===== src/rtl/strob_gen.sv =====
// strob_gen: two-phase CPU strobe sequencer (strob1_, optional strob2_, got).
// Define STROB_STEP_EN to add panel single-step HOLD after each got pulse.
module strob_gen #(
    parameter int STROB_LEN = 2,
    parameter int GAP       = 1
) (
    input  logic clk_sys,
    input  logic rst,
    input  logic go,
    input  logic sl,
    input  logic wb,
    input  logic bus_ok,
    input  logic step,
    output logic strob1_,
    output logic strob2_,
    output logic got,
    output logic busy
);

    localparam int MAXC = (STROB_LEN > GAP) ? STROB_LEN : GAP;
    localparam int CW   = (MAXC > 1) ? $clog2(MAXC) : 1;
    localparam logic [CW-1:0] LEN_M1 = CW'(STROB_LEN - 1);
    localparam logic [CW-1:0] GAP_M1 = CW'(GAP - 1);
    localparam logic [CW-1:0] CNT_MAX = CW'(MAXC - 1);

    typedef enum logic [2:0] {
        IDLE,
        S1,
        G1,
        WB,
        S2,
`ifdef STROB_STEP_EN
        HOLD,
`endif
        GOT
    } state_t;

    state_t        state_q, state_d;
    logic [CW-1:0] cnt_q, cnt_d;
    logic          sl_q, sl_d;
    logic          wb_q, wb_d;
    logic          ok_q, ok_d;
    logic          s1_q, s2_q, got_q, busy_q;

`ifdef STROB_STEP_EN
    logic ss_q, ss_d;
    logic step_q;
`else
    logic unused_step;
    assign unused_step = step;
`endif

    always_comb begin
        state_d = state_q;
        sl_d    = sl_q;
        wb_d    = wb_q;
        ok_d    = ok_q;
`ifdef STROB_STEP_EN
        ss_d    = ss_q;
`endif
        case (state_q)
            IDLE: begin
                if (go) begin
                    sl_d    = sl;
                    wb_d    = wb;
                    ok_d    = 1'b0;
                    state_d = S1;
`ifdef STROB_STEP_EN
                    ss_d    = step;
`endif
                end
            end
            S1: begin
                ok_d = ok_q | bus_ok;
                if (cnt_q == LEN_M1) state_d = G1;
            end
            G1: begin
                ok_d = ok_q | bus_ok;
                if (cnt_q == GAP_M1) begin
                    if (!sl_q)
                        state_d = GOT;
                    else if (wb_q && !(ok_q | bus_ok))
                        state_d = WB;
                    else
                        state_d = S2;
                end
            end
            WB: begin
                if (bus_ok) state_d = S2;
            end
            S2: begin
                if (cnt_q == LEN_M1) state_d = GOT;
            end
            GOT: begin
`ifdef STROB_STEP_EN
                state_d = ss_q ? HOLD : IDLE;
`else
                state_d = IDLE;
`endif
            end
`ifdef STROB_STEP_EN
            HOLD: begin
                if (step && !step_q) state_d = IDLE;
            end
`endif
            default: state_d = IDLE;
        endcase
    end

    // Counter saturates so long WB/IDLE dwell never wraps.
    always_comb begin
        cnt_d = cnt_q;
        if (state_d != state_q)
            cnt_d = '0;
        else if (cnt_q != CNT_MAX)
            cnt_d = cnt_q + 1'b1;
    end

    always_ff @(posedge clk_sys) begin
        if (rst) begin
            state_q <= IDLE;
            cnt_q   <= '0;
            sl_q    <= 1'b0;
            wb_q    <= 1'b0;
            ok_q    <= 1'b0;
            s1_q    <= 1'b1;
            s2_q    <= 1'b1;
            got_q   <= 1'b0;
            busy_q  <= 1'b0;
        end else begin
            state_q <= state_d;
            cnt_q   <= cnt_d;
            sl_q    <= sl_d;
            wb_q    <= wb_d;
            ok_q    <= ok_d;
            s1_q    <= (state_d != S1);
            s2_q    <= (state_d != S2);
            got_q   <= (state_d == GOT);
            busy_q  <= (state_d != IDLE);
        end
    end

`ifdef STROB_STEP_EN
    always_ff @(posedge clk_sys) begin
        if (rst) begin
            ss_q   <= 1'b0;
            step_q <= 1'b0;
        end else begin
            ss_q   <= ss_d;
            step_q <= step;
        end
    end
`endif

    assign strob1_ = s1_q;
    assign strob2_ = s2_q;
    assign got     = got_q;
    assign busy    = busy_q;

endmodule

===== config.mk =====
export PLATFORM = sky130hd
export DESIGN_NAME = strob_gen
export DESIGN_NICKNAME = d
export VERILOG_FILES = /design/src/rtl/strob_gen.sv
export SDC_FILE = /design/constraint.sdc
export NUM_CORES = 1
export LEC_CHECK = 0
export ABC_CLOCK_PERIOD_IN_PS = 2500
export BUFFER_PORTS_ARGS = -buffer_cell sky130_fd_sc_hd__buf_2
export CAP_MARGIN = 25
export CORE_AREA = 2 2 39 41
export DETAILED_ROUTE_END_ITERATION = 6
export DIE_AREA = 0 0 41 43
export REMOVE_ABC_BUFFERS = 1
export SLEW_MARGIN = 10
export SYNTH_ARGS = -nofsm -noshare
export SYNTH_HDL_FRONTEND = slang
export SYNTH_SLANG_ARGS = --single-unit
export TNS_END_PERCENT = 30

===== constraint.sdc =====
create_clock -name clk_sys -period 2.5 [get_ports clk_sys]
set_input_delay 0.125 -clock clk_sys [delete_from_list [all_inputs] [get_ports clk_sys]]
set_output_delay 0.125 -clock clk_sys [all_outputs]
set_load 0.01 [all_outputs]

==> run_results.csv <==
group,metric,value,unit
grt,grt_max_degree,12,
synthesis,synth_seq_area_share,39.73,%
timing,fin_worst_skew,0.001045,ns
timing,finalMaxSlewViolations,0,
finish,drive_above_1_share,26.15,%
placement,place.gp.congestion,0.7425,
finish,n_antenna_cell,0,
synthesis,synthCells,56,
finish,area_delta_synth_final,10.38,%
setup_path,r2r-start,"state_q[1]$_SDFF_PP0_",
cts,insertion_delay,0.26,ns
hold_path,worstHoldStart,"sl",
placement,pre_cts_ws,0.8683,ns
finish,utilization,44.21,%
die,die-area,1763,µm²
finish,nets,73,
route,antenna_left,0,
die,dieWidth,41,µm
grt,antenna_found_initial,0,
setup_path,max_stage_delay,0.59,ns
outcome,status,"completed",
route,wl_per_cell,11.15,µm
route,wl,903,µm
cts,cts_max_path_buffers,2,
finish,fillers,140,
grt,globalRouteOverflowTotal,0,
die,io_pins,11,
setup_path,end_kind,"flop",
cts,numCtsBuffers,3,
grt,grt_pass1_wl,1.538,mm
route,drc,0,
cts,cts.sinks,11,
timing,setup_slack,0.8522,ns
cts,cts_tree,"built",
setup_path,worstPathRequired,2.65,ns
cts,ctsHoldBuffers,0,
power_and_ir_drop,p_per_area,742.2,nW/µm²
setup_path,critPathLaunchType,"flop",
timing,fin_crit_sh,65.91,%
timing,worst_pin_slew,0.4401,ns
timing,rsz0062_at_grt,"false",
grt,grt_pass1_vias,392,
synthesis,synth.ff_latch_count,11,
setup_path,path_class,"flop to flop",
setup_path,critPathLaunch,"state_q[1]$_SDFF_PP0_",
setup_path,critPathSlowestCell,"dfxtp_1",
power_and_ir_drop,leakagePower,0.2543,nW
hold_path,hp-class,"input port to flop",
grt,grt_usage,12.83,%
timing,hold_viol,0,
cts,cts_max_level,1,
route,drt_first_iter_violations,4,
die,dieHeight,43,µm
synthesis,ys_warn_count,0,
die,row_count,14,
setup_path,crit_fanout,11,
route,detail_route.first_pass.iterations,2,
route,vias_per_cell,5.173,
cts,clk_pin_slew,0.07,ns
die,core,1384,µm²
setup_path,cp_top_family,"simple AND/OR/NAND/NOR gates",
setup_path,crit_arrival,1.79,ns
cts,cts-root-buf,"clkbuf_4",
timing,fin_setup_tns,0,ns
setup_path,cp_cell_sequence,"nor4bb_1, or3_4, a31oi_4, or3_1",
power_and_ir_drop,peakVddDrop,0.3075,mV
timing,fmax,0.6069,GHz
timing,fin_crit,1.648,ns
cts,post-cts-setup-buffers,0,
run,maxCapViolCount,0,
synthesis,postSynthAreaPerCell,9.898,µm²
timing,setup_viol,0,
placement,portBuffers,9,
setup_path,path_buf_inv,0,
synthesis,netlist_area,554.3,µm²
route,vias,419,
timing,relSlewSlack,70.62,%
cts,cts-resized-gates,0,
die,initial_core_util,40.05,%
synthesis,synth.distinct_cells,30,
placement,place_hpwl,679.2,µm
## worst reg2reg max path: stages, from the launching register on
cell      delay, ns
dfxtp_1        0.59
nor4bb_1       0.35
or3_4          0.19
a31oi_4        0.05
or3_1          0.35
## cell usage in the layout (no fill, tap or decap), drive strengths merged, types with 2 or more instances in the layout
cell type	n
buf	9
clkbuf	4
dfxtp	11
mux2i	2
or3	2
nor2	6
a31oi	2
nand2b	2
nor4bb	2
a21oi	4
inv	5
## power by group
group	switching [mW]	total, mW	internal [mW]
sequential	0.0253	0.223	0.198
combinational	0.0551	0.114	0.0585
clock	0.0560	0.118	0.0616
## cells in the mapped netlist
cell	count	area share [%]
o21ai_0	1	0.90
buf_4	1	1.4
nand2_1	1	0.68
inv_1	5	3.4
buf_6	2	4.1
o211ai_1	1	1.4
or3_1	1	1.1
a31oi_1	1	1.1
o22a_1	1	1.6
nor3_1	1	0.90
and3_1	1	1.1
a31oi_4	1	3.8
nand3b_1	1	1.4
o221ai_1	1	1.6
a21oi_1	4	3.6
dfxtp_1	11	40
a2111o_1	1	2.0
and2b_2	1	1.6
nor4bb_1	2	3.6
xor2_1	1	1.6
mux2_2	1	2.0
clkbuf_1	1	0.68
or3_4	1	2.0
a41oi_1	1	1.6
o221a_1	1	2.0
nor2_1	6	4.1
mux2i_1	2	3.6
nand3_1	1	0.90
nor4b_4	1	4.3
nand2b_1	2	2.3
## layer usage
metal / vias up / part of all wire, % / wire length [µm] / global-route usage [%]
li1: 220 / - / - / -
met1: 194 / 50 / 452 / 17.38
met2: 5 / 48 / 431 / 17.50
met3: 0 / 2.1 / 19 / 3.141
met4: 0 / 0 / 0 / 8.000
met5: - / 0 / 0 / 0
## cells by family after synthesis
logic type	share of synthesized area (%)
flip-flops	39.73
buffers and inverters	9.481
AO/OA/AOI/OAI	19.64
multiplexers	5.643
AND/OR/NAND/NOR	23.93
XOR/XNOR	1.580
## state kept, by name, summed over array words and instances (netlist names)
signal,cells
state_q,3
sl_q,1
wb_q,1
strob1_,1
ok_q,1
busy,1
got,1
cnt_q,1
strob2_,1
## worst paths after layout
kind                              to  slack [ns]  depth (start not counted)
setup / recovery  strob1_$_SDFF_PP1_        0.85                          4
hold / removal     sl_q$_SDFFE_PP0P_        0.11                          3
setup reg to reg  strob1_$_SDFF_PP1_        0.85                          4
hold reg to reg    ok_q$_SDFFE_PP0P_        0.54                          2
## cell type report
class	count	area (µm²)	area share [%]
repair buffers	9	45.04	7.362
well taps	16	20.02	3.272
inverters	5	18.77	3.067
flip-flops and latches	11	220.2	35.99
multi-input cells	36	281.5	46.01
clock buffers	4	26.28	4.294
## per-stage QoR
stage / total power [mW] / cells / instance area (µm²) / hold WS [ns]
floorplan: 0.3109 / 52 / 520.5 / 0.1974
global placement: 0.3421 / 77 / 585.6 / 0.3626
detailed placement: 0.3434 / 77 / 585.6 / 0.3808
CTS: 0.4640 / 81 / 611.8 / 0.1011
global route: 0.4874 / 81 / 611.8 / 0.1403
finish: 0.4541 / 81 / 611.8 / 0.1056
(Power assumes the default switching activity.)
